$ cat src/rtl/scramble_move_generator.sv
// Scramble burst generator: on a rising scramble request, issues NUM_MOVES
// pseudo-random tile moves over valid/ready, never undoing the previous move.
module scramble_move_generator #(
    parameter int unsigned NUM_MOVES = 31,
    parameter logic [15:0] LFSR_SEED = 16'hACE1,
    parameter int unsigned CNT_W     = 8
) (
    input  logic             clk,
    input  logic             rst_n,
    input  logic             random_please,
    input  logic             abort,
    input  logic             move_ready,
    output logic             move_valid,
    output logic [1:0]       move_dir,
    output logic             busy,
    output logic             done,
    output logic [CNT_W-1:0] moves_left
);

    typedef enum logic [1:0] {
        IDLE  = 2'd0,
        ISSUE = 2'd1,
        DONE  = 2'd2
    } state_t;

    localparam logic [15:0]      LFSR_MASK   = 16'hB400;
    localparam logic [CNT_W-1:0] NUM_MOVES_C = CNT_W'(NUM_MOVES);
    localparam logic [CNT_W-1:0] ONE         = CNT_W'(1);

    state_t           state_q, state_d;
    logic [15:0]      lfsr_q, lfsr_d;
    logic             req_q, req_d;
    logic [1:0]       move_dir_q, move_dir_d;
    logic [1:0]       prev_dir_q, prev_dir_d;
    logic             prev_valid_q, prev_valid_d;
    logic [CNT_W-1:0] moves_left_q, moves_left_d;

    logic       start;
    logic       handshake;
    logic       last_move;
    logic [1:0] cand;

    // Replace the exact undo of the previous move (up<->down, left<->right)
    // with one of the perpendicular directions.
    function automatic logic [1:0] undo_filter(input logic [1:0] c,
                                               input logic [1:0] prev,
                                               input logic       prev_ok);
        return (prev_ok && (c == (prev ^ 2'b01))) ? (c ^ 2'b10) : c;
    endfunction

    assign start     = random_please & ~req_q;
    assign cand      = lfsr_q[1:0];
    assign handshake = (state_q == ISSUE) & move_ready & ~abort;
    assign last_move = (moves_left_q == ONE);

    // NOTE: sequential state uses non-blocking assignments only, so every
    // flop samples the pre-edge values computed by the comb blocks.
    always_ff @(posedge clk) begin
        if (!rst_n) begin
            state_q      <= IDLE;
            lfsr_q       <= LFSR_SEED;
            req_q        <= 1'b0;
            move_dir_q   <= 2'b00;
            prev_dir_q   <= 2'b00;
            prev_valid_q <= 1'b0;
            moves_left_q <= '0;
        end else begin
            state_q      <= state_d;
            lfsr_q       <= lfsr_d;
            req_q        <= req_d;
            move_dir_q   <= move_dir_d;
            prev_dir_q   <= prev_dir_d;
            prev_valid_q <= prev_valid_d;
            moves_left_q <= moves_left_d;
        end
    end

    always_comb begin
        state_d = state_q;
        unique case (state_q)
            IDLE:    if (start) state_d = ISSUE;
            ISSUE: begin
                if (abort)                       state_d = IDLE;
                else if (move_ready && last_move) state_d = DONE;
            end
            DONE:    state_d = IDLE;
            default: state_d = IDLE;
        endcase
    end

    // NOTE: every signal assigned here gets a default first, so no path can
    // leave it unassigned and infer a latch.
    always_comb begin
        lfsr_d       = (lfsr_q >> 1) ^ (lfsr_q[0] ? LFSR_MASK : 16'h0000);
        req_d        = random_please;
        move_dir_d   = move_dir_q;
        prev_dir_d   = prev_dir_q;
        prev_valid_d = prev_valid_q;
        moves_left_d = moves_left_q;

        unique case (state_q)
            IDLE: begin
                // First move of a burst is never filtered.
                if (start) begin
                    moves_left_d = NUM_MOVES_C;
                    move_dir_d   = cand;
                    prev_valid_d = 1'b0;
                end
            end
            ISSUE: begin
                if (abort) begin
                    moves_left_d = '0;
                end else if (handshake) begin
                    prev_dir_d   = move_dir_q;
                    prev_valid_d = 1'b1;
                    moves_left_d = moves_left_q - ONE;
                    // The next move is filtered against the one just accepted.
                    if (!last_move) move_dir_d = undo_filter(cand, prev_dir_d, prev_valid_d);
                end
            end
            DONE:    moves_left_d = '0;
            default: moves_left_d = '0;
        endcase
    end

    always_comb begin
        move_valid = (state_q == ISSUE);
        busy       = (state_q == ISSUE);
        done       = (state_q == DONE);
        move_dir   = move_dir_q;
        moves_left = moves_left_q;
    end

endmodule

$ cat config.mk
export PLATFORM = sky130hd
export DESIGN_NAME = scramble_move_generator
export DESIGN_NICKNAME = d
export VERILOG_FILES = /design/src/rtl/scramble_move_generator.sv
export SDC_FILE = /design/constraint.sdc
export NUM_CORES = 1
export LEC_CHECK = 0
export CAP_MARGIN = 20
export CORE_MARGIN = 4
export CORE_UTILIZATION = 47
export CTS_CLUSTER_SIZE = 30
export DETAILED_ROUTE_END_ITERATION = 7
export DONT_BUFFER_PORTS = 1
export PLACE_DENSITY = 0.73
export SLEW_MARGIN = 20
export SYNTH_ARGS = -nofsm -noshare
export SYNTH_HDL_FRONTEND = slang
export SYNTH_SLANG_ARGS = --single-unit
$ cat constraint.sdc
create_clock -name clk -period 1.33 [get_ports clk]
set_input_delay 0 -clock clk [delete_from_list [all_inputs] [get_ports clk]]
set_output_delay 0 -clock clk [all_outputs]
set_load 0.01 [all_outputs]
==> results of run 1 <==
[worst max-delay path: stages (launching register included)]
cell	delay, ps
dfxtp_2	350
nor4_4	300
nand3_2	140
a41oi_2	220
nor2_1	70
o221a_1	250
[timing repair]
item                       4_1_cts  5_1_grt
gates resized for setup         12       15
setup buffers                    0        0
setup endpoints to repair        8       12
hold endpoints to repair        29        0
hold buffers                     3        0
pin swaps                        5        2
[synth_stat cells, drive strengths merged]
| master | number | share of area |
|---|---|---|
| o21ai | 7 | 0.030 |
| o211a | 2 | 0.017 |
| o221a | 1 | 0.0095 |
| o21a | 1 | 0.0064 |
| o221ai | 1 | 0.0074 |
| clkbuf | 4 | 0.013 |
| a41oi | 1 | 0.014 |
| mux2i | 2 | 0.017 |
| nand2b | 8 | 0.042 |
| o2111ai | 1 | 0.0074 |
| a211o | 1 | 0.0074 |
| or2 | 2 | 0.011 |
| nand3 | 2 | 0.0085 |
| buf | 4 | 0.024 |
| and2 | 9 | 0.048 |
| nor2b | 2 | 0.011 |
| nor3 | 3 | 0.013 |
| inv | 3 | 0.0095 |
| nor2 | 16 | 0.051 |
| a21oi | 2 | 0.0085 |
| nor4 | 2 | 0.016 |
| a21boi | 3 | 0.019 |
| nand2 | 9 | 0.029 |
| xor2 | 5 | 0.037 |
| o211ai | 2 | 0.013 |
| ha | 2 | 0.021 |
| dfxtp | 29 | 0.49 |
| or3 | 1 | 0.0053 |
| xnor2 | 2 | 0.015 |
[state kept, by name, summed over array words and instances, names as in the netlist]
name and flops:
req_q 1, state_q 2, moves_left 8, lfsr_q 16
move_dir 2
[stage by stage]
| step | cells | TNS, ps | utilization |
|---|---|---|---|
| 2_1_floorplan | 127 | -47.5 | - |
| 5_1_grt | 176 | -499 | 0.651 |
| 3_3_place_gp | 165 | -165 | 0.583 |
| 6_report | 176 | -150 | 0.651 |
| 3_5_place_dp | 165 | -333 | 0.583 |
| 4_1_cts | 176 | -121 | 0.635 |
[cell type report]
| cell class | count | area [sq um] | share of cell area |
|---|---|---|---|
| well taps | 28 | 35.0 | 0.0234 |
| clock buffers | 5 | 37.5 | 0.0251 |
| repair buffers | 21 | 175 | 0.117 |
| multi-input cells | 87 | 627 | 0.419 |
| flip-flops and latches | 29 | 593 | 0.396 |
| inverters | 3 | 11.3 | 0.00753 |
| clock inverters | 3 | 17.5 | 0.0117 |
[how the worst min path moves through the flow]
| stage | slack, ps | cells after the start | endpoint | from |
|---|---|---|---|---|
| finish | 30 | 3 | state_q[0]$_SDFFE_PN0P_ | random_please |
| global route | 20 | 3 | state_q[0]$_SDFFE_PN0P_ | random_please |
| CTS | 60 | 3 | move_dir[0]$_SDFFE_PN0P_ | move_ready |
| detailed placement | 70 | 1 | lfsr_q[10]$_SDFF_PN1_ | rst_n |
| global placement | 70 | 1 | lfsr_q[13]$_SDFF_PN1_ | rst_n |
| floorplan | 70 | 1 | lfsr_q[11]$_SDFF_PN1_ | rst_n |
[kinds of logic after synthesis]
logic type | after synthesis | share of synthesized area
XOR/XNOR | 7 | 0.0519
adder cells (fa/ha/maj) | 2 | 0.0212
AND/OR/NAND/NOR | 54 | 0.233
AO/OA/AOI/OAI | 22 | 0.139
buffers and inverters | 11 | 0.0466
flip-flops | 29 | 0.492
multiplexers | 2 | 0.0169
[cells in the final DEF, fill, tap and decap left out, drive strengths merged, types with 5 or more instances in the layout]
master  instances
clkbuf          5
dfxtp          29
nor2           16
xor2            5
buf            18
and2            9
nand2           9
o21ai           7
nand2b          8
[power by group through the flow]
stage               logic [mW]  registers (mW)  clock network (mW)
CTS                      0.579            1.03               0.525
finish                   0.627            1.03               0.509
global placement         0.510            1.04                   0
floorplan                0.342            1.06                   0
global route             0.685            1.04               0.574
detailed placement       0.527            1.04                   0
[routing by layer]
| metal | share of wire | vias up | track usage | routed length (um) |
|---|---|---|---|---|
| met3 | 0.060 | 2 | 0.0713 | 144 |
| met5 | 0 | - | 0 | 0 |
| met1 | 0.44 | 443 | 0.181 | 1050 |
| li1 | - | 464 | - | - |
| met2 | 0.49 | 23 | 0.242 | 1180 |
| met4 | 0.0083 | 0 | 0.0795 | 20 |
==> run summary, run 1 <==
R2R Path Start: moves_left[3]$_SDFFE_PN0P_
Maximum VDD drop: 724 uV
Max FO, Critical Path: 3
Synth unique cells: 32
Largest net degree at the start of global routing: 27
Placer Congestion: 0.800
Total die area: 0.00338 sq mm
Type of the worst min-delay path: in -> reg
I/O pins: 18
Layout cells sized above 1: 0.311
CP startpoint: moves_left[3]$_SDFFE_PN0P_
Post-synthesis cell area: 0.00118 sq mm
CTS tree: done
Final #Nets: 154
Clk pwr share: 0.235
Worst slew pin tran: 730 ps
Clock sinks: 29
Placed cell area: 0.00134 sq mm
Critical Path End: move_dir[1]$_SDFFE_PN0P_
Worst Hold Margin: 28.6 ps
Gate power share: 0.289
RSZ-0062 raised after global routing: true
Slew Limit Fails: 0
Period Utilization, post-route: 1.07
Port bufs: 0
Area Overhead vs Synth: 26.7%
Pwr dens: 1450 mW/mm^2
Flop pwr share: 0.476
Flop2flop setup slack: -90 ps
Die outline height: 58.1 um
Final Power: 2.17 mW
Core area: 0.00230 sq mm
Ant. Diodes: 0
CTS Root Cell: clkbuf_4
Endpoints failing setup: 3
Final critical-path required period: 1420 ps
Fill cell count: 189
Syn Inst Count: 127
Final worst slack: -90.5 ps
Initial antenna violation count: 0
Syn_area_per_cell: 9.30 sq um
Routed WL per cell: 13.6 um
Initial cell density of the core: 0.514
Total gr overflow: 0
Pre-CTS setup slack: -126 ps
Drt first pass iters: 4
Cell internal pwr: 1.47 mW
Vias: 932
Status: complete, but fails checks
Max_cap viols: 0
FMAX: 0.704 GHz
P_leak: 0.623 nW
Die width: 58.1 um
Failing checks: negative setup slack
Post-Syn Nets: 134
Final Instance Area: 0.00150 sq mm
DRT antenna net count: 0
First-pass GRT wire length: 3.97 mm
Htree depth: 2
WP data arrival: 1640 ps
Startpoint Class: register
Worst EP required: 1550 ps
Clock latency on the worst-skew pair: 320 ps
Post-DP HPWL: 1.62 mm
Final wirelength: 2.40 mm
Cell row count: 17
Setup CP Type: reg -> reg
Gr usage total: 0.156
DRC: 0
Initial drt markers: 32
Cell count of the worst reg-to-reg path: 5
Yosys reg bits: 29
Reg2reg end: move_dir[1]$_SDFFE_PN0P_
Switch Pwr: 0.699 mW
Yosys synthesis warning count: 0
CP Capture Type: register
Switching Share: 0.323
Vias/cell: 5.30
Clock slew at reported path FFs: 100 ps
Layout Skew: 8.35 ps
Sequential area share after synthesis: 0.492
Number of global-route vias before repair: 890
Clock Path Buffers: 2
Hold Violations, Final: 0
CTS buffer count: 5
Slew headroom: 0.513
No activity file was read; power rests on OpenSTA's default activity.
==> run 2: changes to the inputs <==
Settings changed: PLACE_DENSITY 0.73 to default.
Clock period 1.33 ns to 1.1 ns, I/O delays scaled along.
==> run 2 against run 1 <==
Net effect:
- the run still ends with negative setup slack left
- wire length rose by 12%
- total power increased by 32%
- clock power grew 20%
- core utilization rose by 8.7 points
- setup slack worse by 210 ps
- highest routed layer unchanged
- first-iteration DRC count is 3.1% higher
- global-route usage grew 2.4 points
- combinational power rose by 61%
- sequential share of layout area fell by 4.4 points
==> run summary, run 2 (synthesis gave the netlist of run 1 again) <==
Status: complete, but fails checks
Failing checks: negative setup slack
Die width: 58.1 um
Final worst slack: -299 ps
Largest net degree at the start of global routing: 27
Worst slew pin tran: 767 ps
Total gr overflow: 0
Initial drt markers: 33
FMAX: 0.715 GHz
Maximum VDD drop: 1270 uV
Vias/cell: 5.08
Setup TNS: -2000 ps
RSZ-0062 raised after global routing: true
Clock latency on the worst-skew pair: 330 ps
Final #Nets: 168
Worst EP required: 1330 ps
Biggest register: lfsr_q
Clock Path Buffers: 2
Commonest non-fill, non-tap cell in the layout: buf_4
Hold Violations, Final: 0
Final wirelength: 2.68 mm
Drt first pass iters: 4
Die outline height: 58.1 um
Port bufs: 0
Pwr dens: 1690 mW/mm^2
DRC: 0
Slowest cell on crit path: dfxtp_2
Layout cells sized above 1: 0.457
Endpoints failing setup: 14
Ant. Diodes: 0
WP data arrival: 1620 ps
CTS tree: done
Cell row count: 17
Cell Chain, Critical Path: nor4_4 -> nand3_2 -> a41oi_2 -> nor2_1 -> o221a_1
Clock slew at reported path FFs: 100 ps
Total die area: 0.00338 sq mm
P_leak: 0.705 nW
Highest-count cells in the layout ignoring fill and taps: buf_4, dfxtp_1, nor2_1
Clock sinks: 29
Initial cell density of the core: 0.514
Routed WL per cell: 14.1 um
First-pass GRT wire length: 4.52 mm
Area Overhead vs Synth: 43.6%
Core area: 0.00230 sq mm
Startpoint Class: register
Max FO, Critical Path: 3
Layout Skew: 6.74 ps
Type of the worst min-delay path: in -> reg
I/O pins: 18
CP Capture Type: register
Period Utilization, post-route: 1.27
Initial antenna violation count: 0
Max_cap viols: 0
Vias: 966
Final critical-path required period: 1400 ps
Post-DP HPWL: 1.70 mm
Number of global-route vias before repair: 960
DRT antenna net count: 0
CTS Root Cell: clkbuf_4
Setup CP Type: reg -> reg
Slew Limit Fails: 0
CTS buffer count: 5
Htree depth: 2
Slew headroom: 0.489
Largest stage delay, worst path: 350 ps
Placer Congestion: 0.761
Final Power: 2.87 mW
Gr usage total: 0.180
Max reg flops: 16
[run 2: cell types whose count changed in the layout (fill, tap and decap cells not counted), sizes merged]
cell and delta:
buf +14, clkbuf +1, clkinvlp -1
[run 2: cell type report]
type	instances	area, sq um
multi-input combinational	87	699
clock buffer	6	41.3
timing repair buffer	35	299
inverter	3	13.8
sequential	29	598
tap	28	35.0
clock inverter	2	10.0
fill	155	601
[run 2: per-layer routing]
metal  up-vias  part of all wire  track usage
met2        22              0.44        0.265
met4         0             0.011       0.0795
met1       449              0.47        0.218
met5         -                 0            0
li1        491                 -            -
met3         4             0.074       0.0958
[run 2: per-stage QoR]
stage               hold slack (ps)  instances  setup slack, ps  utilization  cell area (sq um)
detailed placement             70.6        170             -334        0.601               1380
floorplan                      73.0        127             -272            -               1220
global route                   60.3        190             -371        0.739               1700
global placement               66.1        170             -311        0.601               1380
finish                         64.8        190             -299        0.739               1700
CTS                            52.6        187             -295        0.703               1620
[run 2: repair_timing]
action	CTS	global route
resized for setup	36	15
buffers inserted	6	3
endpoints found under the hold margin	29	0
hold buffers	3	0
endpoints found under the setup margin	15	24
pin swaps	19	12
[run 2: power by group]
| group | leakage (nW) | total (mW) | internal (mW) | switching [mW] |
|---|---|---|---|---|
| registers | 0.244 | 1.25 | 1.17 | 0.0800 |
| logic | 0.429 | 1.01 | 0.523 | 0.487 |
| clock network | 0.0320 | 0.612 | 0.243 | 0.369 |
| total | 0.705 | 2.87 | 1.93 | 0.935 |
[run 2: worst paths after layout]
path,from,endpoint,slack (ps),cells past startpoint
setup / recovery,moves_left[3]$_SDFFE_PN0P_,move_dir[1]$_SDFFE_PN0P_,-300,5
hold / removal,move_ready,move_dir[0]$_SDFFE_PN0P_,60,3
setup reg to reg,moves_left[3]$_SDFFE_PN0P_,move_dir[1]$_SDFFE_PN0P_,-300,5
hold reg to reg,lfsr_q[8]$_SDFF_PN0_,lfsr_q[7]$_SDFF_PN1_,410,1
[run 2: critical path: cells and delay by family, from the launching register on]
kind	cells	cell delay, ps
flops	1	350
compound gates	2	440
simple gates	3	500
